**src/rtl/mem_port_arbiter.sv**
```systemverilog
// ============================================================================
// Module  : mem_port_arbiter
// Brief   : Fetch/data arbiter onto a single-port memory with starvation guard.
// Revision: 1.0 - initial release
// ============================================================================
`default_nettype none

module mem_port_arbiter #(
  parameter int ADDR_W     = 8,
  parameter int DATA_W     = 16,
  parameter int STARVE_LIM = 3
) (
  input  logic              clk,
  input  logic              rst_n,
  input  logic              enable,
  // instruction-fetch port
  input  logic              i_req,
  input  logic [ADDR_W-1:0] i_addr,
  output logic              i_gnt,
  output logic              i_rvalid,
  output logic [DATA_W-1:0] i_rdata,
  // data port
  input  logic              d_req,
  input  logic              d_we,
  input  logic [ADDR_W-1:0] d_addr,
  input  logic [DATA_W-1:0] d_wdata,
  output logic              d_gnt,
  output logic              d_rvalid,
  output logic [DATA_W-1:0] d_rdata,
  // single-port memory
  output logic              m_en,
  output logic              m_we,
  output logic [ADDR_W-1:0] m_addr,
  output logic [DATA_W-1:0] m_wdata,
  input  logic [DATA_W-1:0] m_rdata
);

  localparam logic [1:0] C_STARVE_LIM = 2'(STARVE_LIM);

  logic [1:0] r_starve_cnt;
  logic       r_rd_pend_i;
  logic       r_rd_pend_d;

  logic       w_active;
  logic       w_starved;
  logic       w_i_gnt;
  logic       w_d_gnt;
  logic [1:0] w_starve_nxt;

  // Grants are combinational from the request; reset also masks them so that
  // every output reads zero while rst_n is low.
  always_comb begin
    w_active  = enable & rst_n;
    w_starved = i_req & (r_starve_cnt == C_STARVE_LIM);
    w_i_gnt   = w_active & i_req & (~d_req | w_starved);
    w_d_gnt   = w_active & d_req & ~w_i_gnt;
  end

  always_comb begin
    w_starve_nxt = r_starve_cnt;
    if (enable) begin
      if (!i_req || w_i_gnt) begin
        w_starve_nxt = 2'd0;
      end else if (r_starve_cnt != C_STARVE_LIM) begin
        w_starve_nxt = r_starve_cnt + 2'd1;
      end
    end
  end

  always_ff @(posedge clk or negedge rst_n) begin
    if (!rst_n) begin
      r_starve_cnt <= 2'd0;
      r_rd_pend_i  <= 1'b0;
      r_rd_pend_d  <= 1'b0;
    end else begin
      r_starve_cnt <= w_starve_nxt;
      r_rd_pend_i  <= w_i_gnt;
      r_rd_pend_d  <= w_d_gnt & ~d_we;
    end
  end

  always_comb begin
    i_gnt   = w_i_gnt;
    d_gnt   = w_d_gnt;
    m_en    = w_i_gnt | w_d_gnt;
    m_we    = w_d_gnt & d_we;
    m_addr  = '0;
    m_wdata = '0;
    if (w_i_gnt) begin
      m_addr = i_addr;
    end else if (w_d_gnt) begin
      m_addr  = d_addr;
      m_wdata = d_wdata;
    end
  end

  // Read data is steered from the memory for exactly the cycle after issue.
  always_comb begin
    i_rvalid = r_rd_pend_i;
    d_rvalid = r_rd_pend_d;
    i_rdata  = r_rd_pend_i ? m_rdata : '0;
    d_rdata  = r_rd_pend_d ? m_rdata : '0;
  end

endmodule

`default_nettype wire

```
**config.mk**
```make
export PLATFORM = sky130hd
export DESIGN_NAME = mem_port_arbiter
export DESIGN_NICKNAME = d
export VERILOG_FILES = /design/src/rtl/mem_port_arbiter.sv
export SDC_FILE = /design/constraint.sdc
export NUM_CORES = 1
export LEC_CHECK = 0
export ABC_CLOCK_PERIOD_IN_PS = 1560
export CORE_UTILIZATION = 18
export DETAILED_ROUTE_END_ITERATION = 10
export MAX_ROUTING_LAYER = met4
export PLACE_DENSITY = 0.74
export SLEW_MARGIN = 20
export SYNTH_ARGS = -nofsm -noshare
export SYNTH_HDL_FRONTEND = slang
export SYNTH_SLANG_ARGS = --single-unit
```
**constraint.sdc**
```tcl
create_clock -name clk -period 1.56 [get_ports clk]
set_input_delay 0.312 -clock clk [delete_from_list [all_inputs] [get_ports clk]]
set_output_delay 0.312 -clock clk [all_outputs]
set_load 0.05 [all_outputs]
```
; ---- Word level (Yosys, flattened, before mapping)
; Index checks and enable logic that the tools add are counted.
[op_classes]
eq_ne = 2
muxes = 8
reduce_logical = 4
n_bitwise = 13
n_addsub = 1
[op_table]
columns = operator, count
row1 = 16-bit two-way mux, 4
row2 = 8-bit two-way mux, 2
row3 = 1-bit AND, 8
row4 = 2-bit two-way mux, 2
row5 = 1-bit inverter, 3
row6 = 2-bit by 1-bit adder with 2-bit output (second input constant), 1
row7 = 2-bit == test (second input constant), 1
row8 = 2-bit != test (second input constant), 1
row9 = 1-bit OR, 2
row10 = 2-bit AND reduction, 1
row11 = 2-bit nonzero test, 1
row12 = 1-bit logical NOT, 1
row13 = 1-bit logical OR, 1
[totals]
elab_cells = 31
out_inout_bits = 62
regBits = 4
input_bits = 54

; ---- Depth between registers and ports, before layout
; Gate-level depths: netlist of run 1.
[logic_depth]
word_depth = 8
ltp_mapped = 6
ltp_nobuf = 4

; ---- Worst setup path before layout of run 1
; Ideal clock, no wire load.
[synth_path]
kind = reg2out
startpoint = register r_starve_cnt[0]
endpoint = output port m_addr[0]
t_required_ns = 1.248
arrival_ns = 1.860
slack_ns = -0.612
path_stages_with_launch = 5
path_cell_list = dfrtp_1 > ha_1 > inv_1 > a21oi_2 > a22o_1
[synth_between]
elab_chain_cells = 8
[synth_rtl]
columns = element, line
row1 = from (decl), 40  ; logic [1:0] r_starve_cnt;
row2 = from (signal assigned), 76  ; r_starve_cnt <= w_starve_nxt;
row3 = 2-bit == test (*), 54  ; w_starved = i_req & (r_starve_cnt == C_STARVE_LIM);
row4 = 1-bit AND (*), 54
row5 = 1-bit OR (*), 55  ; w_i_gnt = w_active & i_req & (~d_req | w_starved);
row6 = 1-bit AND (*), 55
row7 = named net i_gnt, 19  ; output logic i_gnt,
row8 = 1-bit inverter, 56  ; w_d_gnt = w_active & d_req & ~w_i_gnt;
row9 = 1-bit AND, 56
row10 = 8-bit two-way mux, 91  ; end else if (w_d_gnt) begin
row11 = 8-bit two-way mux (*), 89  ; if (w_i_gnt) begin
row12 = to (decl), 33  ; output logic [ADDR_W-1:0] m_addr,
; The timed path passes the listed nets; every way through them passes the cells marked *.

; ---- Worst setup path in the final report of run 1
[layout_path]
startpoint = register r_starve_cnt[1]
endpoint = output port m_addr[6]
[layout_between]
elab_chain_cells = 8
[layout_rtl]
columns = element, line
row1 = 2-bit == test (*), 54
row2 = 1-bit AND (*), 54
row3 = 1-bit OR (*), 55
row4 = 1-bit AND (*), 55
row5 = 1-bit inverter, 56
row6 = 1-bit AND, 56
row7 = 8-bit two-way mux, 91
row8 = 8-bit two-way mux (*), 89
; Every way passes the cells marked *; elsewhere a longest branch is shown, timed or not.

==> key figures, run 1 <==
Synthesis
  – Share of flip-flops with an asynchronous set or reset: 1.000
  – Synth unique cells: 20
  – Yosys top cell area share: 0.4880
  – Post-Syn Area: 628.1 um2
  – Top cells by count, synth: and2_1 (49), a22o_1 (8), dfrtp_1 (4)
  – Ys Warns: 0
  – Count of state elements after synthesis: 4
  – Post-Syn Area per Cell: 7.567 um2
  – Cell accounting for the most synthesized area: and2_1
  – Top cells by area, synth: and2_1 (49%), dfrtp_1 (16%), a22o_1 (11%), buf_6 (3.6%), ha_1 (2.0%)
  – Mapped Cells: 83
  – Syn_nets: 138
  – Sequential area share after synthesis: 0.1594
  – Number of synthesized flops with an enable pin: 0
  – Most frequent cell after synthesis: and2_1
  – Main synth FF type: dfrtp_1

Cells and area
  – Multi-input gate area: 643.1 um2
  – Fillcell total: 172
  – Seq. cell area: 102.6 um2
  – # nets final: 266
  – N_diodes: 0
  – Share of post-route cells with drive strength above 1: 0.6220
  – Synth-to-Final Area Change: 338.6%
  – Core Util, Final: 0.8256

CTS
  – H-tree lvl count: 1
  – Skew-Pair Late Insertion Delay: 240 ps
  – Clock sink count: 4
  – Clock Tree Buf Depth: 2
  – Total CTS buffers: 3
  – CTS tree: done
  – Root Buffer: clkbuf_4
  – Worst-path clk slew: 40 ps

Hold path
  – Worst hold path type: input port to async pin

Route
  – Via count: 1094
  – Number of remaining DRC errors: 0
  – WL/cell: 16.51 um
  – Vias per cell: 4.290
  – TritonRoute pass-1 iters: 4
  – Final ANT Viol Nets: 0
  – Iteration-0 DRC count of the detailed router: 34
  – DRT Wirelength: 4.209 mm

Critical path
  – Crit-path leading delay family: flip-flops
  – CP cell instances: ha_4, nand2_2, and4_4, buf_4, a22o_4, buf_12
  – Crit path DAT: 1580 ps
  – Flop-to-flop setup slack: 290 ps
  – CP max stage cell: dfrtp_1
  – CP Buf/Inv Count: 2
  – Crit Path Category: flip-flop to primary output
  – Crit-path max cell delay: 380 ps
  – Worst setup EP type: primary output
  – Critical path required time: 1250 ps
  – CP Launch Type: flip-flop
  – CP max FO: 8

Status
  – Outcome: finished with violations
  – Violated checks: negative setup slack

Floorplanning
  – I/O pin total: 116
  – # rows: 21
  – Total die area: 3730 um2
  – Die X: 61.07 um
  – Placeable Area: 3337 um2
  – Vert. Die Dim: 61.07 um
  – Initial Utilization: 0.1882

STA
  – Maximum clock rate: 527.2 MHz
  – Hold violation count in the final report: 0
  – Final setup violation count: 27
  – Fin crit share: 1.216
  – Hold Slack: 150.2 ps
  – Total negative slack: -8620 ps
  – Worst Max-Slew Pin Slew: 282.6 ps
  – Rel. slew slack: 0.8092
  – Final max-slew violation count: 0
  – Skew final: 2.999 ps
  – Unrepaired setup endpoints after global routing: true
  – Final setup margin: -336.9 ps
  – Fin crit period: 1897 ps

Global routing
  – Vias in the first global route: 1122
  – GRT Residual Overflow: 0
  – Largest net degree at the start of global routing: 20
  – Total GRT Usage: 0.2214
  – First-pass GRT wire length: 5.733 mm
  – Initial antenna violation count: 0

Power
  – PwrDens: 313.0 nW/um2
  – VDD IR-drop max: 314.2 uV
  – Tot Pwr: 862.3 uW
  – Leak: 1.178 nW

Placement
  – Half-perimeter wire length after placement: 3.643 mm
  – Port bufs: 115
  – Worst slack, placed: -413.2 ps
  – GP Congestion: 0.7979

Job
  – Max Cap Violations: 0
flip-flops by register name, summed over array words and instances, names as in the netlist:
name and cells:
d_rvalid 1, i_rvalid 1, r_starve_cnt 2
stage by stage:
stage	cells	instance area, um2
after floorplan	83	794.5
after global placement	249	2670
after detailed placement	249	2670
after CTS	253	2719
after global routing	255	2755
final	255	2755
power by group:
part / internal, mW / switching (mW)
registers: 0.112 / 0.0122
logic: 0.345 / 0.263
clock network: 0.0861 / 0.0438
total: 0.543 / 0.319
cell usage in the layout (no fill, tap or decap):
cell              n
nand2_2           1
inv_1             1
nand4_1           1
and2_4           17
o2bb2ai_1         1
and2_2           20
buf_6             4
nor2b_1           1
o21ai_0           2
inv_6             1
dfrtp_2           2
buf_12           65
dfrtp_1           2
clkdlybuf4s50_1  49
nand2b_1          1
ha_4              1
nand3_1           2
dlygate4sd2_1     4
clkbuf_4          3
and4_4            1
and2_1           12
o211a_1           1
nand2_1           1
o311ai_0          1
a22o_4            8
a21oi_4           1
buf_4             6
cells by family (layout without fill, tap and decap cells):
kind of cell / after synthesis / count (layout) / share of synthesized area
simple gates: 57 / 57 / 0.5677
buf+inv: 7 / 133 / 0.06773
compound gates: 14 / 14 / 0.1853
flops: 4 / 4 / 0.1594
fa+ha+maj: 1 / 1 / 0.01992
routing by layer:
metal / wire, um / vias to the layer above / track usage
li1: - / 528 / -
met1: 1500 / 492 / 0.2343
met2: 2234 / 72 / 0.4084
met3: 455 / 2 / 0.06513
met4: 18 / 0 / 0.03896
met5: 0 / - / -
worst register-to-register path, stage by stage (launching register included):
cell and delay (ps):
dfrtp_1 400, ha_4 190, buf_12 120, inv_6 50, buf_4 100, nand2_1 40, o311ai_0 260
worst paths after layout:
| kind | to | start | depth (start not counted) |
|---|---|---|---|
| worst max-delay path | m_addr[6] | r_starve_cnt[1] | 6 |
| worst min-delay path | r_starve_cnt[0] | rst_n | 2 |
| worst max register to register | r_starve_cnt[0] | r_starve_cnt[1] | 6 |
| worst min register to register | r_starve_cnt[1] | r_starve_cnt[1] | 2 |
| max in group asynchronous | d_rvalid | rst_n | 2 |
| min in group clk | r_starve_cnt[1] | enable | 3 |
repair_timing:
item,4_1_cts,5_1_grt
buffers inserted,1,2
resized for setup,10,3
endpoints found under the setup margin,60,27
hold buffers,0,0
pin swaps,1,1
cloned,0,0
cell type report:
class / count / area share
Tap cell: 46 / 0.02089
Clock buffer: 3 / 0.008174
Multi-Input combinational cell: 72 / 0.2334
Timing Repair Buffer: 128 / 0.6957
Inverter: 2 / 0.004541
Sequential cell: 4 / 0.03724
(Power assumes the default switching activity.)
==> run 2: changes to the inputs <==
--- a/config.mk
+++ b/config.mk
@@ -6,10 +6,12 @@
 export NUM_CORES = 1
 export LEC_CHECK = 0
 export ABC_CLOCK_PERIOD_IN_PS = 1560
+export CAP_MARGIN = 20
 export CORE_UTILIZATION = 18
 export DETAILED_ROUTE_END_ITERATION = 10
 export MAX_ROUTING_LAYER = met4
 export PLACE_DENSITY = 0.74
+export SETUP_SLACK_MARGIN = 0.15
 export SLEW_MARGIN = 20
 export SYNTH_ARGS = -nofsm -noshare
 export SYNTH_HDL_FRONTEND = slang
==> run 2 against run 1 <==
Area after synthesis stayed put. Synthesized cell count unchanged. The run now fails in 5_1_grt.
==> key figures, run 2 <==
Floorplanning
  – I/O pin total: 116 (unchanged)
  – # rows: 21 (unchanged)
  – Initial Utilization: 0.1882 (unchanged)
  – Vert. Die Dim: 61.07 um (unchanged)
  – Die X: 61.07 um (unchanged)

Synthesis
  – Synth unique cells: 20 (unchanged)
  – Sequential area share after synthesis: 0.1594 (unchanged)
  – Yosys top cell area share: 0.4880 (unchanged)
  – Most frequent cell after synthesis: and2_1
  – Top cells by area, synth: and2_1 (49%), dfrtp_1 (16%), a22o_1 (11%), buf_6 (3.6%), ha_1 (2.0%)
  – Syn_nets: 138 (unchanged)
  – Main synth FF type: dfrtp_1
  – Mapped Cells: 83 (unchanged)
  – Cell accounting for the most synthesized area: and2_1
  – Number of synthesized flops with an enable pin: 0 (unchanged)
  – Ys Warns: 0 (unchanged)
  – Post-Syn Area per Cell: 7.567 um2 (unchanged)
  – Post-Syn Area: 628.1 um2 (unchanged)
  – Share of flip-flops with an asynchronous set or reset: 1.000 (unchanged)
  – Count of state elements after synthesis: 4 (unchanged)
  – Top cells by count, synth: and2_1 (49), a22o_1 (8), dfrtp_1 (4)

CTS
  – H-tree lvl count: 1 (unchanged)
  – Root Buffer: clkbuf_4
  – Clock Tree Buf Depth: 2 (unchanged)
  – Clock sink count: 4 (unchanged)
  – Total CTS buffers: 3 (unchanged)

Status
  – Error: [ERROR DPL-0033] detailed placement checks failed during check placement.
  – Last stage: 5_1_grt
  – Outcome: aborted with a tool error

Placement
  – GP Congestion: 0.7519 (-5.8%)
  – Placed insts: 248 (-0.40%)
  – Half-perimeter wire length after placement: 3.618 mm (-0.70%)
  – Port bufs: 115 (unchanged)
  – Worst slack, placed: -390.4 ps (+22.83 ps)

STA
  – Worst EP kind: primary output
  – Worst_ep grt: m_addr[4]

Global routing
  – Initial antenna violation count: 0
  – Largest net degree at the start of global routing: 11
==> run 2: cell counts after synthesis <==
No cell type changed its count.
==> run 2: timing repair <==
| action | in CTS |
|---|---|
| gates resized for setup | 62 |
| hold buffers | 0 |
| setup endpoints to repair | 60 |
| gates cloned | 3 |
| pin swaps | 15 |
| buffers inserted | 12 |
==> run 2: stage by stage <==
step	setup TNS, ps	util	area (um2)
after floorplan	-3171	-	797.0
after global placement	-8608	0.8024	2678
after detailed placement	-9487	0.8024	2678
after CTS	-8804	0.8886	2965
==> run 2: cells by family after synthesis <==
logic type,synth area share
adder cells (fa/ha/maj),0.01992
AND/OR/NAND/NOR,0.5677
flip-flops,0.1594
buffers and inverters,0.06773
AO/OA/AOI/OAI,0.1853
==> run 3: changes to the inputs <==
==> config.mk (replaced) <==
export PLATFORM = sky130hd
export DESIGN_NAME = mem_port_arbiter
export DESIGN_NICKNAME = d
export VERILOG_FILES = /design/src/rtl/mem_port_arbiter.sv
export SDC_FILE = /design/constraint.sdc
export NUM_CORES = 1
export LEC_CHECK = 0
export ABC_CLOCK_PERIOD_IN_PS = 2000
export CAP_MARGIN = 20
export CORE_AREA = 2 2 63 65
export DETAILED_ROUTE_END_ITERATION = 10
export DIE_AREA = 0 0 65 67
export PLACE_DENSITY_LB_ADDON = 0.15
export SLEW_MARGIN = 20
export SYNTH_ARGS = -nofsm -noshare
export SYNTH_HDL_FRONTEND = slang
export SYNTH_SLANG_ARGS = --single-unit
==> constraint.sdc (replaced) <==
create_clock -name clk -period 2 [get_ports clk]
set_input_delay 0.4 -clock clk [delete_from_list [all_inputs] [get_ports clk]]
set_output_delay 0.4 -clock clk [all_outputs]
set_load 0.05 [all_outputs]
==> run 3 against run 2 <==
The flow now finishes without violations.
==> key figures, run 3 (synthesis gave the netlist of run 1 again) <==
Status
  – Outcome: finished clean

Cells and area
  – Seq. cell area: 101.3 um2
  – Share of post-route cells with drive strength above 1: 0.4757
  – Non-Filler Instances: 254
  – Fillcell total: 257
  – N_diodes: 0
  – Most common cell after layout, fill and taps aside: buf_12
  – Largest register FFs: 2
  – Most frequent cells in the layout: buf_12 (61), clkdlybuf4s50_1 (49), and2_1 (40)
  – # nets final: 263
  – Design Area, Final: 2596 um2
  – Synth-to-Final Area Change: 313.3%
  – Reg with most FFs: r_starve_cnt
  – Multi-input gate area: 579.3 um2
  – Core Util, Final: 0.7200

Global routing
  – Largest net degree at the start of global routing: 18
  – Grt peak-use layer: met2
  – Vias in the first global route: 1277
  – GRT met3 Usage: 0.04392
  – Initial antenna violation count: 0
  – Met2 usage: 0.3402
  – Total GRT Usage: 0.1778
  – First-pass GRT wire length: 5.989 mm
  – GRT Residual Overflow: 0
  – Met1 Track Usage GR: 0.1788

CTS
  – Hold_buf cts: 0 (unchanged)
  – Clock Tree Buf Depth: 2 (unchanged)
  – Skew-Pair Late Insertion Delay: 210 ps
  – Clock sink count: 4 (unchanged)
  – Worst-path clk slew: 30 ps
  – CTS tree: done
  – Root Buffer: clkbuf_8
  – H-tree lvl count: 1 (unchanged)
  – Total CTS buffers: 3 (unchanged)

STA
  – Rel. slew slack: 0.7259
  – Total negative slack: 0 ps
  – Final setup violation count: 0
  – Worst Max-Slew Pin Slew: 411.1 ps
  – Final setup margin: 58.80 ps
  – Hold Slack: 425.6 ps
  – Final max-slew violation count: 0
  – Hold violation count in the final report: 0
  – Fin crit share: 0.9706
  – Maximum clock rate: 515.1 MHz
  – Fin crit period: 1941 ps
  – Unrepaired setup endpoints after global routing: false
  – Skew final: 3.352 ps

Route
  – WL/cell: 15.82 um
  – Final ANT Viol Nets: 0
  – DRT Wirelength: 4.019 mm
  – Via count: 1170
  – Vias per cell: 4.606
  – Iteration-0 DRC count of the detailed router: 50
  – Number of remaining DRC errors: 0
  – TritonRoute pass-1 iters: 4

Critical path
  – Crit-path max cell delay: 430 ps
  – Reg-to-reg endpoint: d_rvalid
  – CP Buf/Inv Count: 1
  – Flop-to-flop setup slack: 670 ps
  – Worst Reg-to-Reg Cells: 5
  – Crit path DAT: 1540 ps
  – Critical path required time: 1600 ps
  – Crit-path leading delay family: flip-flops
  – CP max stage cell: dfrtp_2
  – CP max FO: 7
  – CP cell instances: ha_4, nand2_4, and4_4, a22o_1, buf_12
  – Worst r2r src: r_starve_cnt[0]
  – Crit Path Category: flip-flop to primary output
  – Worst setup EP type: primary output
  – CP Launch Type: flip-flop

Hold path
  – Worst hold path type: input port to async pin

Power
  – PwrDens: 271.0 nW/um2
  – VDD IR-drop max: 187.5 uV
  – Leak: 1.090 nW
  – Tot Pwr: 703.6 uW

Placement
  – Placed insts: 247 (-0.40%)
  – Post-DP Area: 2496 um2 (-6.8%)
  – Port bufs: 115 (unchanged)
  – GP Congestion: 0.8091 (+7.6%)
  – Worst slack, placed: -143.8 ps (+246.6 ps)
  – Half-perimeter wire length after placement: 3.287 mm (-9.1%)

Job
  – Max Cap Violations: 0

Floorplanning
  – Die X: 65 um (+6.4%)
  – I/O pin total: 116 (unchanged)
  – Placeable Area: 3606 um2
  – # rows: 22 (+4.8%)
  – Vert. Die Dim: 67 um (+9.7%)
  – Total die area: 4355 um2
  – Initial Utilization: 0.1742 (-0.01404)
## run 3: how the worst max path moves through the flow
stage / start / to / slack (ps) / depth (start not counted)
2_1_floorplan: r_starve_cnt[0] / m_addr[0] / -2 / 4
3_3_place_gp: i_req / m_addr[0] / -100 / 5
3_5_place_dp: i_req / m_addr[0] / -140 / 5
4_1_cts: r_starve_cnt[0] / m_addr[0] / 2 / 5
5_1_grt: r_starve_cnt[0] / m_addr[0] / 6 / 5
6_report: r_starve_cnt[0] / m_addr[0] / 60 / 5
## run 3: what timing repair did
| item | CTS | global route |
|---|---|---|
| resized for setup | 8 | 4 |
| pin swaps | 2 | 1 |
| cloned | 3 | 0 |
| buffers inserted | 1 | 0 |
| setup endpoints to repair | 26 | 26 |
## run 3: layer usage
metal,share of wire,vias up
met4,0.031,0
met5,0,-
met1,0.33,529
li1,-,533
met2,0.53,98
met3,0.11,10
## run 3: cell type report
class | count | share of cell area
clock buffers | 3 | 0.01590
inverters | 2 | 0.002892
multi-input cells | 75 | 0.2231
flip-flops and latches | 4 | 0.03904
well taps | 48 | 0.02313
repair buffers | 122 | 0.6959
## run 3: report_power, final
part	internal [mW]	switching [mW]	total, mW	leakage (nW)
Sequential	0.0880	0.0107	0.0987	0.0526
Combinational	0.243	0.196	0.439	1.02
Clock	0.128	0.0380	0.166	0.0216
